## src/rtl/cond_exec_sequencer_if.sv

```systemverilog
// ID/EXE conditional-execution bundle between the pipeline and the
// condition sequencer. The pipeline side is the master; the sequencer is
// the slave.
interface cond_exec_if #(
   parameter int CNT_W = 16
);
   logic             id_valid;
   logic [3:0]       id_cond;
   logic             id_set_flags;
   logic [3:0]       exe_alu_flags;
   logic             freeze;
   logic             flush;
   logic             id_exec;
   logic             flag_stall;
   logic             exe_exec;
   logic             exe_set_flags;
   logic [3:0]       status;
   logic [CNT_W-1:0] stall_cnt;

   modport master (
      output id_valid, id_cond, id_set_flags, exe_alu_flags, freeze, flush,
      input  id_exec, flag_stall, exe_exec, exe_set_flags, status, stall_cnt
   );

   modport slave (
      input  id_valid, id_cond, id_set_flags, exe_alu_flags, freeze, flush,
      output id_exec, flag_stall, exe_exec, exe_set_flags, status, stall_cnt
   );
endinterface

```

## src/rtl/cond_exec_sequencer.sv

```systemverilog
// Conditional-execution sequencer for the ID->EXE boundary. Holds the
// architectural NZCV register, evaluates ID condition codes (optionally
// against forwarded ALU flags), inserts EXE bubbles on flag hazards when
// forwarding is off, and counts flag-stall cycles.
module cond_exec_sequencer #(
   parameter int FWD_EN = 1,
   parameter int CNT_W  = 16
) (
   input logic        clk,
   input logic        rst,
   cond_exec_if.slave bus
);

   localparam logic FWD = (FWD_EN != 0);

   logic             exe_exec_q, exe_exec_d;
   logic             exe_set_flags_q, exe_set_flags_d;
   logic [3:0]       status_q, status_d;
   logic [CNT_W-1:0] stall_cnt_q, stall_cnt_d;

   logic [3:0]       src;
   logic             flag_n, flag_z, flag_c, flag_v;
   logic             cond_pass;
   logic             exe_writes_flags;
   logic             flag_stall;
   logic             id_exec;

   // Pick the flag source: forwarded ALU flags when the EXE instruction is
   // about to write NZCV, otherwise the architectural register.
   always_comb begin
      exe_writes_flags = exe_exec_q & exe_set_flags_q;
      src              = status_q;
      if (FWD && exe_writes_flags) begin
         src = bus.exe_alu_flags;
      end
      {flag_n, flag_z, flag_c, flag_v} = src;
   end

   // Evaluate the ARM condition field against the selected flags.
   always_comb begin
      cond_pass = 1'b0;
      case (bus.id_cond)
         4'd0:    cond_pass = flag_z;
         4'd1:    cond_pass = ~flag_z;
         4'd2:    cond_pass = flag_c;
         4'd3:    cond_pass = ~flag_c;
         4'd4:    cond_pass = flag_n;
         4'd5:    cond_pass = ~flag_n;
         4'd6:    cond_pass = flag_v;
         4'd7:    cond_pass = ~flag_v;
         4'd8:    cond_pass = flag_c & ~flag_z;
         4'd9:    cond_pass = ~flag_c | flag_z;
         4'd10:   cond_pass = (flag_n == flag_v);
         4'd11:   cond_pass = (flag_n != flag_v);
         4'd12:   cond_pass = ~flag_z & (flag_n == flag_v);
         4'd13:   cond_pass = flag_z | (flag_n != flag_v);
         4'd14:   cond_pass = 1'b1;
         default: cond_pass = 1'b0;
      endcase
   end

   // Hazard detection, issue decision and next-state for the EXE stage,
   // status register and stall counter. Flush beats a hazard so a killed
   // instruction never costs a counted stall.
   always_comb begin
      flag_stall = ~FWD & bus.id_valid & ~bus.flush &
                   (bus.id_cond != 4'd14) & exe_writes_flags;
      id_exec    = bus.id_valid & cond_pass & ~bus.flush & ~flag_stall &
                   ~bus.freeze;

      exe_exec_d      = exe_exec_q;
      exe_set_flags_d = exe_set_flags_q;
      status_d        = status_q;
      stall_cnt_d     = stall_cnt_q;

      if (!bus.freeze) begin
         // The EXE instruction retires its flags even when ID is flushed.
         if (exe_writes_flags) begin
            status_d = bus.exe_alu_flags;
         end
         if (bus.flush || flag_stall) begin
            exe_exec_d      = 1'b0;
            exe_set_flags_d = 1'b0;
         end else begin
            exe_exec_d      = bus.id_valid & cond_pass;
            exe_set_flags_d = bus.id_valid & cond_pass & bus.id_set_flags;
         end
         if (flag_stall && (stall_cnt_q != {CNT_W{1'b1}})) begin
            stall_cnt_d = stall_cnt_q + CNT_W'(1);
         end
      end
   end

   // State registers with asynchronous active-low clear.
   always_ff @(posedge clk or negedge rst) begin
      if (!rst) begin
         exe_exec_q      <= 1'b0;
         exe_set_flags_q <= 1'b0;
         status_q        <= 4'b0000;
         stall_cnt_q     <= '0;
      end else begin
         exe_exec_q      <= exe_exec_d;
         exe_set_flags_q <= exe_set_flags_d;
         status_q        <= status_d;
         stall_cnt_q     <= stall_cnt_d;
      end
   end

   assign bus.id_exec       = id_exec;
   assign bus.flag_stall    = flag_stall;
   assign bus.exe_exec      = exe_exec_q;
   assign bus.exe_set_flags = exe_set_flags_q;
   assign bus.status        = status_q;
   assign bus.stall_cnt     = stall_cnt_q;

endmodule

```

## src/flat_wrapper.sv

```systemverilog
// flat-port wrapper written by rule: the top's interface ports become plain ports
module cond_exec_sequencer_flat 
#(
   parameter int FWD_EN = 1,
   parameter int CNT_W  = 16
)
  (clk, rst, bus_id_valid, bus_id_cond, bus_id_set_flags, bus_exe_alu_flags, bus_freeze, bus_flush, bus_id_exec, bus_flag_stall, bus_exe_exec, bus_exe_set_flags, bus_status, bus_stall_cnt);
  cond_exec_if #(.CNT_W(CNT_W)) bus_i ();
  input logic clk;
  input logic rst;
  input wire logic [$bits(bus_i.id_valid)-1:0] bus_id_valid;
  input wire logic [$bits(bus_i.id_cond)-1:0] bus_id_cond;
  input wire logic [$bits(bus_i.id_set_flags)-1:0] bus_id_set_flags;
  input wire logic [$bits(bus_i.exe_alu_flags)-1:0] bus_exe_alu_flags;
  input wire logic [$bits(bus_i.freeze)-1:0] bus_freeze;
  input wire logic [$bits(bus_i.flush)-1:0] bus_flush;
  output wire logic [$bits(bus_i.id_exec)-1:0] bus_id_exec;
  output wire logic [$bits(bus_i.flag_stall)-1:0] bus_flag_stall;
  output wire logic [$bits(bus_i.exe_exec)-1:0] bus_exe_exec;
  output wire logic [$bits(bus_i.exe_set_flags)-1:0] bus_exe_set_flags;
  output wire logic [$bits(bus_i.status)-1:0] bus_status;
  output wire logic [$bits(bus_i.stall_cnt)-1:0] bus_stall_cnt;
  assign bus_i.id_valid = bus_id_valid;
  assign bus_i.id_cond = bus_id_cond;
  assign bus_i.id_set_flags = bus_id_set_flags;
  assign bus_i.exe_alu_flags = bus_exe_alu_flags;
  assign bus_i.freeze = bus_freeze;
  assign bus_i.flush = bus_flush;
  assign bus_id_exec = bus_i.id_exec;
  assign bus_flag_stall = bus_i.flag_stall;
  assign bus_exe_exec = bus_i.exe_exec;
  assign bus_exe_set_flags = bus_i.exe_set_flags;
  assign bus_status = bus_i.status;
  assign bus_stall_cnt = bus_i.stall_cnt;
  cond_exec_sequencer #(.FWD_EN(FWD_EN), .CNT_W(CNT_W)) u_core (.clk(clk), .rst(rst), .bus(bus_i));
endmodule
```

## config.mk

```make
export PLATFORM = sky130hd
export DESIGN_NAME = cond_exec_sequencer_flat
export DESIGN_NICKNAME = d
export VERILOG_FILES = /design/src/rtl/cond_exec_sequencer_if.sv /design/src/rtl/cond_exec_sequencer.sv /design/src/flat_wrapper.sv
export SDC_FILE = /design/constraint.sdc
export NUM_CORES = 1
export LEC_CHECK = 0
export ABC_AREA = 1
export BUFFER_PORTS_ARGS = -buffer_cell sky130_fd_sc_hd__buf_2
export CORE_MARGIN = 5
export CORE_UTILIZATION = 44
export DETAILED_ROUTE_END_ITERATION = 8
export PLACE_DENSITY_LB_ADDON = 0.15
export REMOVE_ABC_BUFFERS = 1
export SLEW_MARGIN = 15
export SYNTH_ARGS = -nofsm -noshare
export SYNTH_HDL_FRONTEND = slang
export SYNTH_SLANG_ARGS = --single-unit
```

## constraint.sdc

```tcl
create_clock -name clk -period 1.9 [get_ports clk]
set_input_delay 0.57 -clock clk [delete_from_list [all_inputs] [get_ports clk]]
set_output_delay 0.57 -clock clk [all_outputs]
set_load 0.005 [all_outputs]
```

Word level (Yosys, flattened, before mapping)
Cells that the tools add are included.
- RAM bits: 0
- ROM bits: 0
- input port bits: 14
- memories: 0
- bits in latches: 0
- word-level logic and storage cells: 39
- output and inout bits: 24
- bits in registers: 6
- bitwise operators: 15
- div/mod/pow operators: 0
- add/sub/neg operators: 0
- mux-type cells: 4
- reduce and logical (&&, ||, !) cells: 1
- order comparisons: 0
- $mul: 0
- shift-type cells: 0
- equal/unequal tests: 16
- operators with widths (cell ; count):
    4-bit equality test (second input constant) ; 7
    4-bit by 3-bit equality test with 1-bit output (second input constant) ; 4
    1-bit case mux with 15 select lines ; 1
    4-bit by 2-bit equality test with 1-bit output (second input constant) ; 2
    1-bit AND ; 7
    1-bit NOT ; 6
    4-bit by 1-bit equality test with 1-bit output (second input constant) ; 1
    4-bit zero test ; 1
    4-bit 2-to-1 mux ; 1
    1-bit 2-to-1 mux ; 2
    1-bit bitwise OR ; 2
    1-bit equality test ; 1
    1-bit inequality test ; 1

Depth between registers and ports, before layout
Gate-level depths: netlist of run 1.
- depth after elaboration: 8
- depth in mapped cells: 14
- mapped depth without buffers: 13

Least setup slack after synthesis of run 1
Ideal clock, no wire load.
- path type: input to output
- from: input port bus_exe_alu_flags[0]
- to: output port bus_id_exec
- path buffers: 0
- arrival: 1245 ps
- setup slack: 85 ps
- stages on the path: 8
- cell sequence: nand3_1 -> nand2_2 -> o21ai_0 -> nand3_1 -> nor2_2 -> nand2_2 -> nand2_2 -> inv_1
- word-level cells in the longest chain between the ends: 7
- elaborated cells between the ends (all ways): 10
- RTL lines (what ; line ; RTL):
    start, declared ; flat_wrapper.sv:14 ; input wire logic [$bits(bus_i.exe_alu_flags)-1:0] bus_exe_alu_flags;
    4-bit 2-to-1 mux * ; cond_exec_sequencer.sv:33 ; if (FWD && exe_writes_flags) begin
    1-bit inequality test / 1-bit equality test (equally long branches) ; - ;
    1-bit bitwise OR / 1-bit AND (equally long branches) ; cond_exec_sequencer.sv:56, cond_exec_sequencer.sv:55 ;
    1-bit case mux with 15 select lines * ; cond_exec_sequencer.sv:42 ; case (bus.id_cond)
    1-bit AND * (3 in a row) ; cond_exec_sequencer.sv:68 ; id_exec = bus.id_valid & cond_pass & ~bus.flush & ~flag_stall &
    end, declared ; flat_wrapper.sv:17 ; output wire logic [$bits(bus_i.id_exec)-1:0] bus_id_exec;
Mark *: on every way between the ends. The rest lies on a longest branch, timed or not.

Worst setup path in the final report of run 1
- from: register u_core.exe_set_flags_q (netlist: u_core.bus.exe_set_flags)
- to: output port bus_id_exec
- word-level cells in the longest chain between the ends: 8
- elaborated cells between the ends (all ways): 16
- RTL lines (what ; line ; RTL):
    start, declared ; cond_exec_sequencer.sv:17 ; logic exe_set_flags_q, exe_set_flags_d;
    start signal, assigned ; cond_exec_sequencer.sv:103 ; exe_set_flags_q <= exe_set_flags_d;
    1-bit AND * ; cond_exec_sequencer.sv:31 ; exe_writes_flags = exe_exec_q & exe_set_flags_q;
    4-bit 2-to-1 mux * ; cond_exec_sequencer.sv:33 ;
    1-bit inequality test, or another cell as far along ; cond_exec_sequencer.sv:54, cond_exec_sequencer.sv:56 ;
    1-bit bitwise OR, or another cell as far along ; cond_exec_sequencer.sv:56 ; 4'd13: cond_pass = flag_z | (flag_n != flag_v);
    1-bit case mux with 15 select lines * ; cond_exec_sequencer.sv:42 ;
    1-bit AND * (3 in a row) ; cond_exec_sequencer.sv:68 ;
Marked as above.

==> impl_metrics.csv, run 1 <==
group,metric,value,unit
outcome,status,"finished, violations left",
outcome,violations,"negative setup slack",
drt,vias_per_cell,4.48,
setup_path,path_common_cell,"nand2_2",
setup_path,r2r_cells,15,
cells_and_area,syn_to_final_growth,37.0,%
sta,clock-skew-final,0.00607,ns
cts,htreeDepth,1,
sta,timing.final.ws_setup,-0.337,ns
placed_design,place_congestion,0.824,
drt,drt_wl_total,2010,microns
setup_path,start_kind,"register",
power,p_total,593,uW
setup_path,path_max_fanout,5,
cts,cts_buffers,3,
floorplan,die_area,2750,sq um
cts,cts_root_buf,"clkbuf_4",
power,p_per_area,546,nW/um^2
sta,final_hold_viol_count,0,
synthesis,synth-seq-cells,6,
placed_design,hpwl,1540,microns
worst_hold_path,hold_path.class,"in2async",
grt,grt_max_degree,11,
setup_path,crit_chain,"buf_12, nand2_8, nand2_2, nand2_2, nand2_2, nand2_1, nand2_1, nand3_1, nand2_1, inv_1, nand2_2, nand2_2, inv_2, buf_6",
setup_path,crit_type,"reg2out",
setup_path,cp_top_family,"simple AND/OR/NAND/NOR gates",
sta,fin_crit,2.24,ns
cts,clock_path_buffers,2,
grt,grt_usage,15.1,%
cts,cts_tree,"built",
synthesis,yosys_warnings,0,
cells_and_area,nets,182,
floorplan,rows,15,
grt,use_met2,25.6,%
cells_and_area,fin_util,62.8,%
grt,grt-busiest-layer,"met2",
cts,holdBufCountCts,0,
placed_design,dp.cells,183,
setup_path,cpMaxStageDelayCell,"dfrtp_2",
grt,grt_pass1_vias,794,
drt,via_count,855,
floorplan,coreArea,1730,sq um
drt,remaining_drc_errors,0,
sta,fmax,447,MHz
synthesis,netlist_instances,127,
power,leakage,0.619,nW
cts,clock_sinks,6,
drt,drtAntennaViolNets,0,
cells_and_area,fillCellCount,179,
floorplan,start_util,45.9,%
setup_path,path_buf_inv,4,
setup_path,rrSetupSlack,0.28,ns
grt,antenna_found_initial,0,
synthesis,ys_types,18,
setup_path,reg2reg_from,"u_core.bus.exe_set_flags$_DFFE_PN0N_",
floorplan,num_io_pins,38,
setup_path,worst-endpoint-arrival,1.67,ns
run,maxCapViolations,0,
cts,clk_pin_slew,0.05,ns
setup_path,r2r_end,"u_core.bus.exe_exec$_DFFE_PN0N_",
cells_and_area,n_antenna_cell,0,
sta,rsz0062_at_grt,"yes",
floorplan,die_x,52.4,microns
setup_path,slowest_delay,0.43,ns
drt,drt-initial-drc-count,10,
cts,clock_latency,0.25,ns
sta,hold_slack,0.135,ns
setup_path,cp-end-kind,"output pin",
synthesis,ys_seq_area_share,19.0,%
grt,grt_pass1_wl,3110,microns
sta,slew_violations,0,
grt,use_met1,18.0,%
cells_and_area,stdcell_count,191,
power,ir_worst_vdd,0.000504,V
cells_and_area,mostFrequentLayoutCells,"28 x nand2_1, 19 x buf_2, 17 x nand2_2, 17 x conb_1, 16 x buf_4",
grt,met3_usage,5.13,%
placed_design,place_ws,-0.197,ns
grt,grt-ovfl-total,0,
synthesis,netlist_area,792,sq um
setup_path,cp.required,1.33,ns
cells_and_area,layout-drive-gt1-share,44.0,%
sta,finalSetupViolCount,1,
sta,period_share,118,%
drt,drt_first_pass_iters,5,
synthesis,avgSynthCellArea,6.24,sq um
cells_and_area,final_common_cell,"nand2_1",
drt,wl_per_cell,10.5,microns
floorplan,die_y,52.4,microns
placed_design,io_buffers,20,
## state kept, by name (all words and copies together) (netlist names)
signal / count
u_core.bus.exe_exec: 1
u_core.bus.exe_set_flags: 1
u_core.bus.status: 4
## repair_timing
item,CTS,global route
gates cloned,1,1
pin swaps,1,8
buffers inserted,1,2
gates resized for setup,2,9
setup endpoints to repair,1,1
## through the flow
stage,setup TNS [ns],instance area [sq um]
global placement,-0.219,967
CTS,-0.323,1010
finish,-0.337,1080
floorplan,0,698
global route,-0.486,1080
detailed placement,-0.197,967
## Yosys cell counts
cell type | n | share of area [%]
nor3_1 | 1 | 0.63
nand2_2 | 15 | 12
buf_6 | 2 | 2.8
a21oi_1 | 3 | 1.9
nand3_2 | 2 | 2.5
nand2_4 | 1 | 1.4
dfrtp_1 | 6 | 19
clkbuf_1 | 1 | 0.47
inv_1 | 17 | 8.1
conb_1 | 1 | 0.47
inv_2 | 1 | 0.47
nand3_1 | 16 | 10
buf_4 | 17 | 16
nand2_8 | 1 | 2.5
nor2_1 | 7 | 3.3
o21ai_0 | 4 | 2.5
nor2_2 | 2 | 1.6
nand2_1 | 30 | 14
## kinds of logic after synthesis
| family | Yosys count | share of synthesized area (%) |
|---|---|---|
| buf+inv | 38 | 28.0 |
| flops | 6 | 19.0 |
| compound gates | 7 | 4.42 |
| simple gates | 75 | 48.2 |
| other cells | 1 | 0.473 |
## report_power, final
| group | internal (mW) | total [mW] | switching (mW) |
|---|---|---|---|
| Combinational | 0.140 | 0.304 | 0.164 |
| Clock | 0.0714 | 0.117 | 0.0460 |
| Sequential | 0.148 | 0.171 | 0.0233 |
## worst reg2reg max path, delay by kind of cell, from the launching register on
kind          cells  cell delay (ns)
flops             1             0.43
simple gates     11             0.67
buf+inv           4             0.41
## how the worst max path moves through the flow
stage / from / cells past startpoint / endpoint
after CTS: u_core.bus.exe_set_flags$_DFFE_PN0N_ / 14 / bus_id_exec
after floorplan: u_core.bus.exe_exec$_DFFE_PN0N_ / 9 / bus_id_exec
after global placement: bus_exe_alu_flags[0] / 10 / bus_id_exec
after global routing: u_core.bus.exe_set_flags$_DFFE_PN0N_ / 14 / bus_id_exec
final: u_core.bus.exe_set_flags$_DFFE_PN0N_ / 14 / bus_id_exec
after detailed placement: bus_exe_alu_flags[0] / 12 / bus_id_exec
## area by class of cell
type | instances | area (sq um) | area share (%)
Inverter | 18 | 67.6 | 6.23
Multi-Input combinational cell | 100 | 520 | 48.0
Clock buffer | 3 | 22.5 | 2.08
Tap cell | 25 | 31.3 | 2.88
Sequential cell | 6 | 151 | 14.0
Timing Repair Buffer | 39 | 292 | 26.9
## layer usage
| metal | vias up | routed length [microns] |
|---|---|---|
| met1 | 379 | 760 |
| li1 | 436 | - |
| met3 | 4 | 179 |
| met2 | 36 | 1040 |
| met4 | 0 | 29 |
| met5 | - | 0 |
Power figures use the tool's default switching activity.
==> inputs of run 2 (changes only) <==
==> constraint.sdc (replaced) <==
create_clock -name clk -period 2.7 [get_ports clk]
set_input_delay 0.81 -clock clk [delete_from_list [all_inputs] [get_ports clk]]
set_output_delay 0.81 -clock clk [all_outputs]
set_load 0.005 [all_outputs]
==> run 2 against run 1 <==
The flow now finishes without violations; worst hold slack improved by 0.25 ns; total power down 38%; utilization is 11 points lower; combinational power shrank 45%; cell area is 18% lower; die area unchanged; first-iteration DRC count shrank 10%; global-route usage decreased by 2.5 points; via count decreased by 11%; clock skew decreased by 0.0011 ns; highest routed layer is now met3.
==> impl_metrics.csv, run 2 (synthesis gave the netlist of run 1 again) <==
group,metric,value,unit
outcome,status,"completed",
cells_and_area,mostFrequentLayoutCells,"25 x nand2_1, 20 x nand2_2, 20 x buf_2",
drt,route.met2.wl,841,microns
setup_path,path_max_fanout,3,
setup_path,r2r_end,"u_core.bus.exe_exec$_DFFE_PN0N_",
cells_and_area,fin_util,51.8,%
setup_path,cp.required,1.89,ns
power,leakage,0.520,nW
setup_path,start_kind,"primary input",
sta,fin_tns_setup,0,ns
cts,cts_buffers,3,
placed_design,io_buffers,20,
drt,via_count,764,
cts,clock_path_buffers,2,
drt,drtAntennaViolNets,0,
worst_hold_path,hold_path.class,"in2async",
grt,grt_max_degree,12,
setup_path,r2r_cells,11,
grt,grt_pass1_wl,2640,microns
drt,wl_met1,702,microns
cells_and_area,syn_to_final_growth,13.0,%
drt,drt-initial-drc-count,9,
drt,vias_per_cell,4.44,
cts,cts_root_buf,"clkbuf_4",
cells_and_area,layout-drive-gt1-share,40.8,%
cts,clock_latency,0.24,ns
setup_path,cp-end-kind,"output pin",
cts,clk_pin_slew,0.04,ns
sta,fin_crit,2.60,ns
power,p_total,370,uW
sta,finalSetupViolCount,0,
drt,drt_wl_total,1670,microns
setup_path,reg2reg_from,"u_core.bus.exe_exec$_DFFE_PN0N_",
drt,met3_length,129,microns
power,ir_worst_vdd,0.000361,V
floorplan,rows,15,
power,p_per_area,414,nW/um^2
sta,fmax,384,MHz
grt,grt-ovfl-total,0,
setup_path,rrSetupSlack,1.22,ns
cts,cts_tree,"built",
floorplan,num_io_pins,38,
cells_and_area,n_antenna_cell,0,
cts,clock_sinks,6,
sta,slew_violations,0,
run,maxCapViolations,0,
setup_path,crit_type,"in2out",
placed_design,hpwl,1430,microns
placed_design,dp.cells,168,
sta,clock-skew-final,0.00496,ns
floorplan,die_y,52.4,microns
cells_and_area,stdcell_count,172,
sta,period_share,96.4,%
drt,drt_first_pass_iters,4,
cts,htreeDepth,1,
grt,grt_pass1_vias,666,
drt,highest_layer,"met3",
cells_and_area,final_common_cell,"nand2_1",
cells_and_area,nets,163,
floorplan,start_util,45.9,%
sta,final_hold_viol_count,0,
floorplan,die_area,2750,sq um
cells_and_area,largest_reg_flops,4,
setup_path,worst-endpoint-arrival,1.79,ns
grt,antenna_found_initial,0,
drt,remaining_drc_errors,0,
floorplan,coreArea,1730,sq um
grt,grt_usage,12.6,%
floorplan,die_x,52.4,microns
drt,wl_per_cell,9.72,microns
cells_and_area,fillCellCount,191,
placed_design,place_congestion,0.828,
==> run 2: routing by layer <==
| layer | global-route usage [%] | vias up |
|---|---|---|
| li1 | - | 395 |
| met1 | 15.3 | 343 |
| met2 | 21.3 | 26 |
| met3 | 4.27 | 0 |
| met4 | 2.55 | 0 |
| met5 | 0 | - |
==> run 2: where the power goes <==
group | internal (mW) | switching, mW | total (mW)
clock network | 0.0500 | 0.0291 | 0.0791
registers | 0.104 | 0.0206 | 0.125
logic | 0.0664 | 0.100 | 0.166
==> run 2: repair_timing <==
| action | 4_1_cts | 5_1_grt |
|---|---|---|
| hold buffers | 0 | 0 |
| endpoints found under the setup margin | 0 | 1 |
| buffers inserted | 0 | 1 |
| gates resized for setup | 0 | 14 |
==> run 2: worst max-delay path, cell delays in order <==
cell and delay, ns:
buf_2 0.10, inv_1 0.07, nand2_2 0.08, inv_1 0.05
nand3_1 0.07, nand3_1 0.07, nand2_1 0.06, nand2_1 0.06
nor2_2 0.11, nand2_2 0.08, nand2_2 0.07, inv_1 0.04
buf_2 0.11
==> run 2: per-stage QoR <==
stage / area, sq um / setup slack (ns) / hold WS (ns)
global placement: 830 / 0.0640 / 0.520
detailed placement: 830 / 0.0956 / 0.538
CTS: 852 / 0.0782 / 0.378
global route: 895 / -0.00866 / 0.383
finish: 895 / 0.0979 / 0.381
floorplan: 698 / 0.400 / 0.507
==> run 2: final cells by class <==
cell class | instances | area [sq um] | area share [%]
Clock buffer | 3 | 22.5 | 2.52
Multi-Input combinational cell | 99 | 513 | 57.3
Inverter | 18 | 67.6 | 7.55
Sequential cell | 6 | 153 | 17.1
Tap cell | 25 | 31.3 | 3.50
Timing Repair Buffer | 21 | 108 | 12.0
==> run 2: worst max path at each step <==
stage	from	end	slack (ns)
final	bus_id_cond[0]	bus_id_exec	0.1
after global routing	bus_exe_alu_flags[3]	bus_id_exec	-0.009
after CTS	u_core.bus.exe_exec$_DFFE_PN0N_	bus_id_exec	0.08
after detailed placement	bus_exe_alu_flags[0]	bus_id_exec	0.1
after global placement	bus_exe_alu_flags[0]	bus_id_exec	0.06
after floorplan	bus_exe_alu_flags[0]	bus_id_exec	0.40
==> inputs of run 3 (changes only) <==
--- a/config.mk
+++ b/config.mk
@@ -7,10 +7,13 @@
 export LEC_CHECK = 0
 export ABC_AREA = 1
 export BUFFER_PORTS_ARGS = -buffer_cell sky130_fd_sc_hd__buf_2
+export CELL_PAD_IN_SITES_DETAIL_PLACEMENT = 1
+export CELL_PAD_IN_SITES_GLOBAL_PLACEMENT = 1
 export CORE_MARGIN = 5
-export CORE_UTILIZATION = 44
+export CORE_UTILIZATION = 32
 export DETAILED_ROUTE_END_ITERATION = 8
-export PLACE_DENSITY_LB_ADDON = 0.15
+export GPL_TIMING_DRIVEN = 0
+export PLACE_DENSITY = 0.89
 export REMOVE_ABC_BUFFERS = 1
 export SLEW_MARGIN = 15
 export SYNTH_ARGS = -nofsm -noshare
==> run 3 against run 2 <==
Combinational power is 9.6% higher; non-clock buffer count is 1 higher; wire length is 25% higher; critical path depth stayed put; sequential cell count stayed put; register-to-register slack worse by 0.15 ns; via count is 5.9% higher; sequential power hardly changed.
==> impl_metrics.csv, run 3 (synthesis gave the netlist of run 1 again) <==
group,metric,value,unit
outcome,status,"completed",
grt,grt-busiest-layer,"met2",
power,p_per_area,424,nW/um^2
grt,grt_usage,12.5,%
cells_and_area,n_antenna_cell,0,
grt,use_met2,21.9,%
power,ir_worst_vdd,0.000243,V
sta,clock-skew-final,0.00195,ns
drt,drt-initial-drc-count,4,
floorplan,rows,18,
placed_design,io_buffers,20,
cells_and_area,final_common_cell,"nand2_1",
placed_design,hpwl,1740,microns
sta,final_hold_viol_count,0,
grt,antenna_found_initial,0,
sta,fin_tns_setup,0,ns
power,internal-power,226,uW
setup_path,slowest_delay,0.13,ns
power,power.share.sequential,32.2,%
setup_path,worst-endpoint-arrival,1.79,ns
cts,cts_root_buf,"clkbuf_4",
sta,fmax,385,MHz
floorplan,coreArea,2430,sq um
cells_and_area,fin_util,37.8,%
placed_design,place_ws,0.0423,ns
setup_path,rrSetupSlack,1.07,ns
setup_path,r2r_cells,12,
grt,grt_pass1_vias,823,
worst_hold_path,hold_path.class,"in2async",
setup_path,cp-startpoint,"bus_exe_alu_flags[3]",
setup_path,start_kind,"primary input",
grt,grt_max_degree,12,
cells_and_area,area.sequential,153,sq um
grt,use_met1,14.3,%
grt,met3_usage,2.59,%
cts,holdBufCountCts,0,
cells_and_area,fillCellCount,355,
cts,htreeDepth,1,
placed_design,placedInstanceArea,836,sq um
cts,cts_tree,"built",
grt,grt-ovfl-total,0,
sta,finalSetupViolCount,0,
drt,wl_per_cell,11.7,microns
cells_and_area,syn_to_final_growth,16.0,%
cts,clk_pin_slew,0.04,ns
floorplan,die_y,59.8,microns
setup_path,cpMaxStageDelayCell,"nand2_2",
floorplan,die_area,3570,sq um
sta,slew_violations,0,
power,p_sw_share,42.1,%
placed_design,place_congestion,0.859,
drt,via_count,809,
cts,cts_buffers,3,
sta,rsz0062_at_grt,"no",
setup_path,crit_type,"in2out",
drt,remaining_drc_errors,0,
floorplan,num_io_pins,38,
setup_path,crit_chain,"buf_2, inv_2, nand3_2, nand2_2, nand2_1, nand2_1, nand2_1, nand3_1, nor2_2, nand2_2, nand2_2, inv_1, buf_2",
power,p_sw,164,uW
setup_path,cp.depth,13,
cts,clock_sinks,6,
cells_and_area,finalInstanceArea,918,sq um
power,p_clk_share,21.1,%
cells_and_area,largest_reg_flops,4,
floorplan,die_x,59.8,microns
drt,vias_per_cell,4.54,
setup_path,r2r_end,"u_core.bus.exe_set_flags$_DFFE_PN0N_",
cells_and_area,nets,164,
grt,grt_pass1_wl,3420,microns
cts,clock_path_buffers,2,
setup_path,reg2reg_from,"u_core.bus.exe_exec$_DFFE_PN0N_",
cells_and_area,multiInputGateArea,520,sq um
cells_and_area,layout-drive-gt1-share,40.5,%
drt,drt_first_pass_iters,3,
drt,drt_wl_total,2090,microns
sta,fin_crit,2.60,ns
setup_path,cp_top_family,"simple AND/OR/NAND/NOR gates",
sta,period_share,96.3,%
power,p_comb_share,46.7,%
setup_path,path_buf_inv,4,
floorplan,start_util,32.6,%
setup_path,cp-end-kind,"output pin",
setup_path,path_max_fanout,3,
power,leakage,0.539,nW
cells_and_area,mostFrequentLayoutCells,"26 x nand2_1, 19 x buf_2, 17 x nand2_2, 17 x conb_1, 14 x inv_1",
cts,clock_latency,0.24,ns
setup_path,setup.worst_path.end,"bus_id_exec",
setup_path,cp.required,1.89,ns
drt,drtAntennaViolNets,0,
run,maxCapViolations,0,
sta,timing.final.ws_setup,0.0996,ns
-- run 3: changes by cell type in the layout (fill, tap and decap cells not counted) --
cell,before,now
nand2_2,20,17
buf_4,1,3
nand2_4,1,3
buf_2,20,19
nand2_1,25,26
-- run 3: what timing repair did --
item	in CTS	in global routing
pin swaps	0	9
endpoints found under the hold margin	0	0
setup endpoints to repair	1	1
resized for setup	2	14
setup buffers	0	2
-- run 3: per-stage QoR --
stage / std cells / hold WS, ns / total power, mW
2_1_floorplan: 123 / 0.507 / 0.229
3_3_place_gp: 173 / 0.528 / 0.278
3_5_place_dp: 173 / 0.534 / 0.285
4_1_cts: 176 / 0.376 / 0.373
5_1_grt: 178 / 0.375 / 0.423
6_report: 178 / 0.380 / 0.389
-- run 3: per-layer routing --
| metal | wire length (microns) | share of wire, % |
|---|---|---|
| met2 | 1080 | 52 |
| met1 | 812 | 39 |
| met4 | 36 | 1.7 |
| met5 | 0 | 0 |
| met3 | 155 | 7.4 |
-- run 3: worst min path at each step --
stage	startpoint	end	slack [ns]
floorplan	rst	u_core.bus.exe_exec$_DFFE_PN0N_	0.51
global placement	u_core.bus.status[2]$_DFFE_PN0N_	u_core.bus.status[2]$_DFFE_PN0N_	0.53
detailed placement	u_core.bus.status[2]$_DFFE_PN0N_	u_core.bus.status[2]$_DFFE_PN0N_	0.53
CTS	rst	u_core.bus.status[2]$_DFFE_PN0N_	0.38
global route	rst	u_core.bus.status[2]$_DFFE_PN0N_	0.37
finish	rst	u_core.bus.status[2]$_DFFE_PN0N_	0.38
-- run 3: layout make-up --
cell class | instances | share of cell area [%]
inverter | 18 | 7.36
clock buffer | 3 | 2.45
multi-input combinational | 99 | 56.7
sequential | 6 | 16.6
timing repair buffer | 22 | 12.8
tap | 30 | 4.09
-- run 3: worst reg2reg max path, delay by kind of cell, from the launching register on --
kind / cells / cell delay (ns)
AND/OR/NAND/NOR: 11 / 0.87
flip-flops: 1 / 0.52
buffers and inverters: 1 / 0.13
-- run 3: power by group through the flow --
stage               combinational [mW]  sequential, mW  clock, mW
finish                           0.182           0.125     0.0821
detailed placement               0.159           0.126          0
floorplan                        0.106           0.124          0
global placement                 0.153           0.124          0
global route                     0.204           0.128     0.0909
CTS                              0.161           0.125     0.0867
